File: src/rtl/lcd_pkg.sv
// lcd_pkg: shared constants and types for the LCD character arbiter.
//   ASCII codes, cursor width, default cycle budgets, FSM state encoding.
package lcd_pkg;
   localparam logic [7:0] ASCII_BS = 8'h08;
   localparam logic [7:0] ASCII_SP = 8'h20;
   localparam int LCD_POS_W = 5;
   localparam int DEF_INIT_CYCLES = 3000000;
   localparam int DEF_CHAR_CYCLES = 16000;
   localparam int DEF_BS_CYCLES = 32000;
   localparam int DEF_CNT_W = 22;
   typedef enum logic [1:0] {ST_INIT, ST_IDLE, ST_STROBE, ST_HOLD} lcd_state_e;
endpackage

File: src/rtl/lcd_char_arbiter_if.sv
// lcd_char_arbiter_if: bundle of the two source handshakes and the LCD writer side.
//   slave  : the arbiter (takes valid/data, drives ready, lcd_*, busy, cursor_pos, last_grant)
//   master : the environment driving the sources and observing the LCD side
interface lcd_char_arbiter_if;
   import lcd_pkg::*;
   logic                 a_valid;
   logic [7:0]           a_data;
   logic                 a_ready;
   logic                 b_valid;
   logic [7:0]           b_data;
   logic                 b_ready;
   logic [7:0]           lcd_ascii;
   logic                 lcd_ds;
   logic                 busy;
   logic [LCD_POS_W-1:0] cursor_pos;
   logic                 last_grant;
   modport slave (
      input  a_valid, a_data, b_valid, b_data,
      output a_ready, b_ready, lcd_ascii, lcd_ds, busy, cursor_pos, last_grant
   );
   modport master (
      output a_valid, a_data, b_valid, b_data,
      input  a_ready, b_ready, lcd_ascii, lcd_ds, busy, cursor_pos, last_grant
   );
endinterface

File: src/rtl/lcd_hold_timer.sv
// lcd_hold_timer: load/decrement counter shared by the init wait and the per-character hold.
//   clk, reset_n : clock, async active-low reset (counter resets to INIT_VAL)
//   load_i       : load load_val_i (has priority over dec_i)
//   dec_i        : decrement by one
//   done_o       : counter currently reads 1, i.e. this is the last cycle of the wait
module lcd_hold_timer #(
   parameter int CNT_W    = 22,
   parameter int INIT_VAL = 3000000
) (
   input  logic             clk,
   input  logic             reset_n,
   input  logic             load_i,
   input  logic [CNT_W-1:0] load_val_i,
   input  logic             dec_i,
   output logic             done_o
);
   logic [CNT_W-1:0] cnt_q, cnt_d;

   always_comb cnt_d = load_i ? load_val_i : dec_i ? cnt_q - CNT_W'(1) : cnt_q;

   always_ff @(posedge clk or negedge reset_n)
      if (!reset_n) cnt_q <= CNT_W'(INIT_VAL);
      else          cnt_q <= cnt_d;

   assign done_o = cnt_q == CNT_W'(1);
endmodule

File: src/rtl/lcd_char_arbiter.sv
// lcd_char_arbiter: shares one LCD character writer between sources A and B with
//   round-robin arbitration, fixed-budget pacing and a shadow of the LCD cursor.
//   clk, reset_n : clock, async active-low reset
//   bus (slave)  : source A/B valid/data/ready, lcd_ascii/lcd_ds to the writer,
//                  busy, cursor_pos and last_grant status
module lcd_char_arbiter
   import lcd_pkg::*;
#(
   parameter int INIT_CYCLES = DEF_INIT_CYCLES,
   parameter int CHAR_CYCLES = DEF_CHAR_CYCLES,
   parameter int BS_CYCLES   = DEF_BS_CYCLES,
   parameter int CNT_W       = DEF_CNT_W
) (
   input logic               clk,
   input logic               reset_n,
   lcd_char_arbiter_if.slave bus
);
   lcd_state_e           state_q, state_d;
   logic [7:0]           ascii_q, ascii_d;
   logic [LCD_POS_W-1:0] cursor_q, cursor_d;
   logic                 last_q, last_d;
   logic                 ds_q, busy_q;
   logic                 idle, grant_b, xfer, drop, strobe_bs, done;
   logic [7:0]           data;

   // On a tie, serve whichever source was not served last.
   assign idle      = state_q == ST_IDLE;
   assign grant_b   = bus.b_valid & (~bus.a_valid | ~last_q);
   assign xfer      = idle & (bus.a_valid | bus.b_valid);
   assign data      = grant_b ? bus.b_data : bus.a_data;
   // Backspace at column 0 is swallowed so the LCD address never wraps backwards.
   assign drop      = data == ASCII_BS && cursor_q == '0;
   assign strobe_bs = ascii_q == ASCII_BS;

   lcd_hold_timer #(.CNT_W(CNT_W), .INIT_VAL(INIT_CYCLES)) u_timer (
      .clk       (clk),
      .reset_n   (reset_n),
      .load_i    (state_q == ST_STROBE),
      .load_val_i(strobe_bs ? CNT_W'(BS_CYCLES) : CNT_W'(CHAR_CYCLES)),
      .dec_i     (state_q == ST_INIT || state_q == ST_HOLD),
      .done_o    (done)
   );

   always_comb begin
      state_d  = state_q;
      ascii_d  = ascii_q;
      cursor_d = cursor_q;
      last_d   = last_q;
      case (state_q)
         ST_INIT:   state_d = done ? ST_IDLE : ST_INIT;
         ST_IDLE:
            if (xfer) begin
               last_d = grant_b;
               if (!drop) begin
                  state_d = ST_STROBE;
                  ascii_d = data;
               end
            end
         ST_STROBE: begin
            state_d  = ST_HOLD;
            cursor_d = strobe_bs ? cursor_q - 1'b1 : cursor_q + 1'b1;
         end
         ST_HOLD:   state_d = done ? ST_IDLE : ST_HOLD;
      endcase
   end

   always_ff @(posedge clk or negedge reset_n)
      if (!reset_n) begin
         state_q  <= ST_INIT;
         ascii_q  <= 8'h00;
         cursor_q <= '0;
         last_q   <= 1'b1;
         ds_q     <= 1'b0;
         busy_q   <= 1'b1;
      end else begin
         state_q  <= state_d;
         ascii_q  <= ascii_d;
         cursor_q <= cursor_d;
         last_q   <= last_d;
         ds_q     <= state_d == ST_STROBE;
         busy_q   <= state_d != ST_IDLE;
      end

   assign bus.a_ready    = idle & bus.a_valid & ~grant_b;
   assign bus.b_ready    = idle & grant_b;
   assign bus.lcd_ascii  = ascii_q;
   assign bus.lcd_ds     = ds_q;
   assign bus.busy       = busy_q;
   assign bus.cursor_pos = cursor_q;
   assign bus.last_grant = last_q;
endmodule

File: src/flat_wrapper.sv
// flat-port wrapper written by rule: the top's interface ports become plain ports
module lcd_char_arbiter_flat import lcd_pkg::*;
#(
   parameter int INIT_CYCLES = DEF_INIT_CYCLES,
   parameter int CHAR_CYCLES = DEF_CHAR_CYCLES,
   parameter int BS_CYCLES   = DEF_BS_CYCLES,
   parameter int CNT_W       = DEF_CNT_W
)
  (clk, reset_n, bus_a_valid, bus_a_data, bus_b_valid, bus_b_data, bus_a_ready, bus_b_ready, bus_lcd_ascii, bus_lcd_ds, bus_busy, bus_cursor_pos, bus_last_grant);
  lcd_char_arbiter_if bus_i ();
  input logic clk;
  input logic reset_n;
  input wire logic [$bits(bus_i.a_valid)-1:0] bus_a_valid;
  input wire logic [$bits(bus_i.a_data)-1:0] bus_a_data;
  input wire logic [$bits(bus_i.b_valid)-1:0] bus_b_valid;
  input wire logic [$bits(bus_i.b_data)-1:0] bus_b_data;
  output wire logic [$bits(bus_i.a_ready)-1:0] bus_a_ready;
  output wire logic [$bits(bus_i.b_ready)-1:0] bus_b_ready;
  output wire logic [$bits(bus_i.lcd_ascii)-1:0] bus_lcd_ascii;
  output wire logic [$bits(bus_i.lcd_ds)-1:0] bus_lcd_ds;
  output wire logic [$bits(bus_i.busy)-1:0] bus_busy;
  output wire logic [$bits(bus_i.cursor_pos)-1:0] bus_cursor_pos;
  output wire logic [$bits(bus_i.last_grant)-1:0] bus_last_grant;
  assign bus_i.a_valid = bus_a_valid;
  assign bus_i.a_data = bus_a_data;
  assign bus_i.b_valid = bus_b_valid;
  assign bus_i.b_data = bus_b_data;
  assign bus_a_ready = bus_i.a_ready;
  assign bus_b_ready = bus_i.b_ready;
  assign bus_lcd_ascii = bus_i.lcd_ascii;
  assign bus_lcd_ds = bus_i.lcd_ds;
  assign bus_busy = bus_i.busy;
  assign bus_cursor_pos = bus_i.cursor_pos;
  assign bus_last_grant = bus_i.last_grant;
  lcd_char_arbiter #(.INIT_CYCLES(INIT_CYCLES), .CHAR_CYCLES(CHAR_CYCLES), .BS_CYCLES(BS_CYCLES), .CNT_W(CNT_W)) u_core (.clk(clk), .reset_n(reset_n), .bus(bus_i));
endmodule
File: config.mk
export PLATFORM = sky130hd
export DESIGN_NAME = lcd_char_arbiter_flat
export DESIGN_NICKNAME = d
export VERILOG_FILES = /design/src/rtl/lcd_pkg.sv /design/src/rtl/lcd_char_arbiter_if.sv /design/src/rtl/lcd_hold_timer.sv /design/src/rtl/lcd_char_arbiter.sv /design/src/flat_wrapper.sv
export SDC_FILE = /design/constraint.sdc
export NUM_CORES = 1
export LEC_CHECK = 0
export ABC_AREA = 1
export CORE_MARGIN = 8
export CORE_UTILIZATION = 55
export CTS_CLUSTER_SIZE = 30
export DETAILED_ROUTE_END_ITERATION = 10
export PLACE_DENSITY = 0.77
export SLEW_MARGIN = 20
export SYNTH_ARGS = -nofsm -noshare
export SYNTH_HDL_FRONTEND = slang
export SYNTH_SLANG_ARGS = --single-unit
File: constraint.sdc
create_clock -name clk -period 4.7 [get_ports clk]
set_clock_uncertainty 0.15 [all_clocks]
set_input_delay 1.175 -clock clk [delete_from_list [all_inputs] [get_ports clk]]
set_output_delay 1.175 -clock clk [all_outputs]
set_load 0.01 [all_outputs]
# == After elaboration in Yosys (flattened, before gate mapping) ==
# Index checks and enable logic that the tools add are counted.
# totals
regBits,40
in_bits,20
output_inout_bits,18
elab_cells,46
# classes
n_addsub,3
n_eq_ne,8
muxes,10
n_bitwise,11
n_reduce_logical,7
# ops
cell,count
22-bit two-way mux,2
22-bit by 1-bit equality test with 1-bit output (second input constant),1
22-bit by 1-bit subtractor with 22-bit output (second input constant),1
8-bit by 4-bit equality test with 1-bit output (second input constant),2
15-bit two-way mux,1
8-bit two-way mux,1
2-bit case mux with 4 select lines,1
2-bit equality test (second input constant),3
2-bit two-way mux,3
5-bit by 1-bit adder with 5-bit output (second input constant),1
1-bit bitwise AND,5
5-bit logical NOT,1
5-bit two-way mux,1
5-bit by 1-bit subtractor with 5-bit output (second input constant),1
1-bit inverter,4
3-bit AND reduction,1
2-bit by 1-bit equality test with 1-bit output (second input constant),1
2-bit logical NOT,1
2-bit by 1-bit inequality test with 1-bit output (second input constant),1
1-bit bitwise OR,2
2-bit AND reduction,1
2-bit nonzero test,1
1-bit logical AND,1
1-bit logical OR,1
1-bit two-way mux,1

# == Longest topological paths before layout ==
# depth
word_depth,10
mapped_depth,13
mapped_depth_nobuf,13

# == Cells and area by module ==
# Synthesis repeated with hierarchy kept, for this count alone.
# hier_totals
cells_unflattened,364
hier_area_um2,2742.6
# modules_own_cells
module,instances,cells_per_inst,area_per_inst_um2,seq_area_each_um2
lcd_hold_timer,1,213,1564.0,563.0
lcd_char_arbiter,1,151,1178.6,452.9

# == Worst setup path before layout ==
# OpenSTA, ideal clock, no wires.
# synth_path
path_kind,input port to output port
startpoint,input port bus_a_valid
endpoint,output port bus_b_ready
arrival_ps,1618
required_ps,3375
slack_ps,1757
path_stages,4
n_path_buf,1
path_cell_list,nand2_2 -> nand2_2 -> buf_6 -> nor2_1
# synth_via
elab_chain_cells,4
# synth_rtl
element,line_no,rtl
"start, declared",flat_wrapper.sv:13,input wire logic [$bits(bus_i.a_valid)-1:0] bus_a_valid;
1-bit inverter,lcd_char_arbiter.sv:28,assign grant_b = bus.b_valid & (~bus.a_valid | ~last_q);
1-bit bitwise OR,lcd_char_arbiter.sv:28,
1-bit bitwise AND,lcd_char_arbiter.sv:28,
1-bit bitwise AND,lcd_char_arbiter.sv:85,assign bus.b_ready = idle & grant_b;
"end, declared",flat_wrapper.sv:18,output wire logic [$bits(bus_i.b_ready)-1:0] bus_b_ready;
# No other way between the ends.

# == Worst setup path after layout ==
# layout_path
startpoint,input port bus_a_valid
endpoint,output port bus_a_ready
# layout_via
elab_chain_cells,5
elab_cells_between_ends,6
cone_classes,bitwise: 6
# layout_rtl
element,line_no,rtl
1-bit inverter,lcd_char_arbiter.sv:28,
1-bit bitwise OR,lcd_char_arbiter.sv:28,
1-bit bitwise AND,lcd_char_arbiter.sv:28,
1-bit inverter,lcd_char_arbiter.sv:84,assign bus.a_ready = idle & bus.a_valid & ~grant_b;
1-bit bitwise AND *,lcd_char_arbiter.sv:84,
"end, declared",flat_wrapper.sv:17,output wire logic [$bits(bus_i.a_ready)-1:0] bus_a_ready;
# Mark *: on every way between the ends. The rest lies on a longest branch, timed or not.

==> qor.json <==
{
  "timing.final.crit_period_ps": 4095,
  "critPathSlowestCell": "sky130_fd_sc_hd__clkdlybuf4s50_1",
  "max_freq_ghz": 0.2442,
  "timing.critical_path.slowest_cell_delay_ps": 540,
  "drc": 0,
  "share_comb_of_total_power_pct": 21.0,
  "crit_fanout": 11,
  "worst_setup_path_end_kind": "output pin",
  "die_h_um": 82.93,
  "required_ps": 3380,
  "status": "completed",
  "setup.worst_path.class": "in2out",
  "holdBufCountCts": 0,
  "switchingPower_mw": 0.2801,
  "timing.hold.worst.class": "reg2reg",
  "peak_supply_drop_v": 0.0002707,
  "detailed_place.area_um2": 2856,
  "finalInstanceArea_um2": 2989,
  "area_of_the_core_region_um2": 4324,
  "htree_levels": 2,
  "clock-root-buffer": "sky130_fd_sc_hd__clkbuf_8",
  "final_critical_path_setup_slack_ps": 604.8,
  "startpoint_type": "input pin",
  "global_route.usage.total_pct": 15.99,
  "dp_hpwl_um": 4059,
  "crit_path_end": "bus_a_ready",
  "clockBufferDepth": 2,
  "floorplan.io_pins": 38,
  "place_congestion": 0.7849,
  "maxSlewHeadroom_pct": 39.12,
  "final-max-slew-violation-count": 0,
  "synth.distinct_cells": 29,
  "reg2reg_depth": 11,
  "mostFrequentLayoutCell": "sky130_fd_sc_hd__nand2_1",
  "rr_endpoint": "u_core.bus.cursor_pos[4]",
  "antenna_found_initial": 0,
  "switching_share_pct": 28.59,
  "worstMarginPinSlew_ps": 913.2,
  "final.setup.tns_ps": 0,
  "vias_per_cell": 5.082,
  "synthesis.nets": 359,
  "drtIter0Drc": 87,
  "tritoncts_num_sinks": 40,
  "drive_gt1_share_pct": 16.04,
  "power.density_nw_per_um2": 327.8,
  "seq_area_frac_synth_pct": 41.24,
  "cts_buffers": 5,
  "clkLatencyLatePin_ps": 300,
  "maxCapViolCount": 0,
  "post_cts_resize_count": 0,
  "largest_net_degree_at_the_start_of_global_routing": 41,
  "mostFrequentLayoutCells": "70 x sky130_fd_sc_hd__nand2_1, 48 x sky130_fd_sc_hd__nor2_1, 43 x sky130_fd_sc_hd__inv_1",
  "leakage_nw": 1.416,
  "antenna_left": 0,
  "tritoncts_clock_tree": "done",
  "startpoint": "bus_a_valid",
  "mean_cell_area_of_the_mapped_netlist_um2": 7.398,
  "grt-ovfl-total": 0,
  "setup_viol": 0,
  "first_pass_iters": 4,
  "pre_cts_ws_ps": 605.4,
  "syn_area_um2": 2464,
  "rows": 24,
  "power_frac_clock_pct": 34.3,
  "cts_post_setup_buffers_inserted": 0,
  "synth.ff_latch_count": 40,
  "grt_setup_unrepaired": "no",
  "die_w_um": 82.93,
  "port_buffers": 37,
  "worst_setup_hold_path_clk_slew_ps": 90,
  "worst_ep_arrival_time_ps": 2770,
  "path_cells": "clkdlybuf4s50_1 > nand2_2 > nand2_2 > inv_1 > nor2_1 > clkdlybuf4s50_1",
  "drt_wl_total_um": 5427,
  "final.period_utilization_pct": 87.13,
  "origin_of_the_critical_flop_to_flop_path": "u_core.bus.lcd_ascii[5]",
  "flow.area_growth_from_synthesis_pct": 21.33,
  "insertedDiodeCount": 0,
  "setup.reg_to_reg.worst_slack_ps": 2320,
  "grt_first_pass_wirelength_um": 9542,
  "fin_nets": 399,
  "hold_viol_final": 0,
  "mapped_cells": 333,
  "dr_total_vias": 2165,
  "yosys_warnings": 0,
  "detail_route.wl_per_cell_um": 12.74,
  "power_report.internal_total_mw": 0.6998,
  "first_global_vias": 2190,
  "sequential_power_share_pct": 44.7,
  "initial_util_pct": 56.97,
  "die_area_um2": 6877,
  "cell_depth_of_the_worst_min_delay_path": 2
}
## metal layers
| layer | global-route usage [%] | vias up | part of all wire [%] |
|---|---|---|---|
| li1 | - | 1127 | - |
| met1 | 19.63 | 997 | 48 |
| met2 | 27.16 | 38 | 46 |
| met3 | 4.590 | 3 | 4.8 |
| met4 | 2.875 | 0 | 0.63 |
| met5 | 0 | - | 0 |
## cell type report
class	instances	area (µm²)
flip-flops and latches	40	1016
clock buffers	6	72.57
multi-input cells	244	1237
repair buffers	38	372.9
clock inverters	2	60.06
fillers	381	1335
inverters	44	165.2
well taps	52	65.06
## cells by family after synthesis
logic type                 count (synthesis)  share of synthesized area (%)
DFF                                       40                          41.24
and+or+nand+nor                          202                          38.90
xor gates and xnor gates                   4                          1.422
adders and majority gates                  6                          3.352
buffers and inverters                     49                          8.532
AOI/OAI and AO/OA                         32                          6.552
## per-stage QoR
| step | total power [mW] | utilization [%] | cells | hold slack (ps) |
|---|---|---|---|---|
| after floorplan | 0.5792 | - | 333 | 301.0 |
| after global placement | 0.6415 | 66.06 | 418 | 315.4 |
| after detailed placement | 0.6499 | 66.06 | 418 | 319.7 |
| after CTS | 0.9816 | 69.13 | 426 | 328.5 |
| after global routing | 1.040 | 69.13 | 426 | 335.5 |
| final | 0.9799 | 69.13 | 426 | 326.6 |
## worst min path at each step
stage / from / to / slack, ps
after floorplan: u_core.u_timer.cnt_q[9] / u_core.u_timer.cnt_q[9] / 300
after global placement: u_core.u_timer.cnt_q[9] / u_core.u_timer.cnt_q[9] / 320
after detailed placement: u_core.u_timer.cnt_q[9] / u_core.u_timer.cnt_q[9] / 320
after CTS: u_core.u_timer.cnt_q[9] / u_core.u_timer.cnt_q[9] / 330
after global routing: u_core.u_timer.cnt_q[9] / u_core.u_timer.cnt_q[9] / 340
final: u_core.u_timer.cnt_q[9] / u_core.u_timer.cnt_q[9] / 330
## power groups by stage
| stage | sequential, mW | clock [mW] | combinational, mW |
|---|---|---|---|
| finish | 0.438 | 0.336 | 0.206 |
| global route | 0.446 | 0.351 | 0.243 |
| CTS | 0.438 | 0.337 | 0.207 |
| detailed placement | 0.444 | 0 | 0.206 |
| global placement | 0.443 | 0 | 0.199 |
| floorplan | 0.439 | 0 | 0.140 |
## critical path: cells and delay by family
| kind | cells | cell delay (ps) |
|---|---|---|
| buffers and inverters | 3 | 1170 |
| AND/OR/NAND/NOR | 3 | 410 |
## registers in the layout, indices dropped and copies added, names as in the netlist
register and count:
u_core.bus.cursor_pos 5, u_core.u_timer.cnt_q 22, u_core.bus.busy 1, u_core.bus.lcd_ds 1, u_core.bus.lcd_ascii 8, u_core.state_q 2
u_core.bus.last_grant 1
## synthesized netlist by cell type
cell type	instances	area share, %
sky130_fd_sc_hd__a21oi_1	12	2.4
sky130_fd_sc_hd__o21ai_0	19	3.9
sky130_fd_sc_hd__xor2_1	4	1.4
sky130_fd_sc_hd__nor2_4	2	0.91
sky130_fd_sc_hd__nand2_4	1	0.46
sky130_fd_sc_hd__dfrtp_1	28	28
sky130_fd_sc_hd__inv_1	43	6.6
sky130_fd_sc_hd__ha_1	5	2.5
sky130_fd_sc_hd__nor4_1	2	0.51
sky130_fd_sc_hd__buf_12	1	0.81
sky130_fd_sc_hd__nor3_1	4	0.81
sky130_fd_sc_hd__inv_2	1	0.15
sky130_fd_sc_hd__nor2_1	48	7.3
sky130_fd_sc_hd__fa_1	1	0.81
sky130_fd_sc_hd__clkbuf_1	1	0.15
sky130_fd_sc_hd__nand3b_1	3	0.91
sky130_fd_sc_hd__nand2_2	27	6.9
sky130_fd_sc_hd__and3_1	2	0.51
sky130_fd_sc_hd__nand2_1	70	11
sky130_fd_sc_hd__o22ai_1	1	0.25
sky130_fd_sc_hd__nor3b_1	1	0.30
sky130_fd_sc_hd__nand4_1	5	1.3
sky130_fd_sc_hd__or2_2	4	1.0
sky130_fd_sc_hd__buf_6	1	0.46
sky130_fd_sc_hd__dfstp_2	12	13
sky130_fd_sc_hd__nand3_4	1	0.71
sky130_fd_sc_hd__buf_2	2	0.41
sky130_fd_sc_hd__nor2_2	3	0.76
sky130_fd_sc_hd__nand3_1	29	5.9
(Power assumes the default switching activity.)
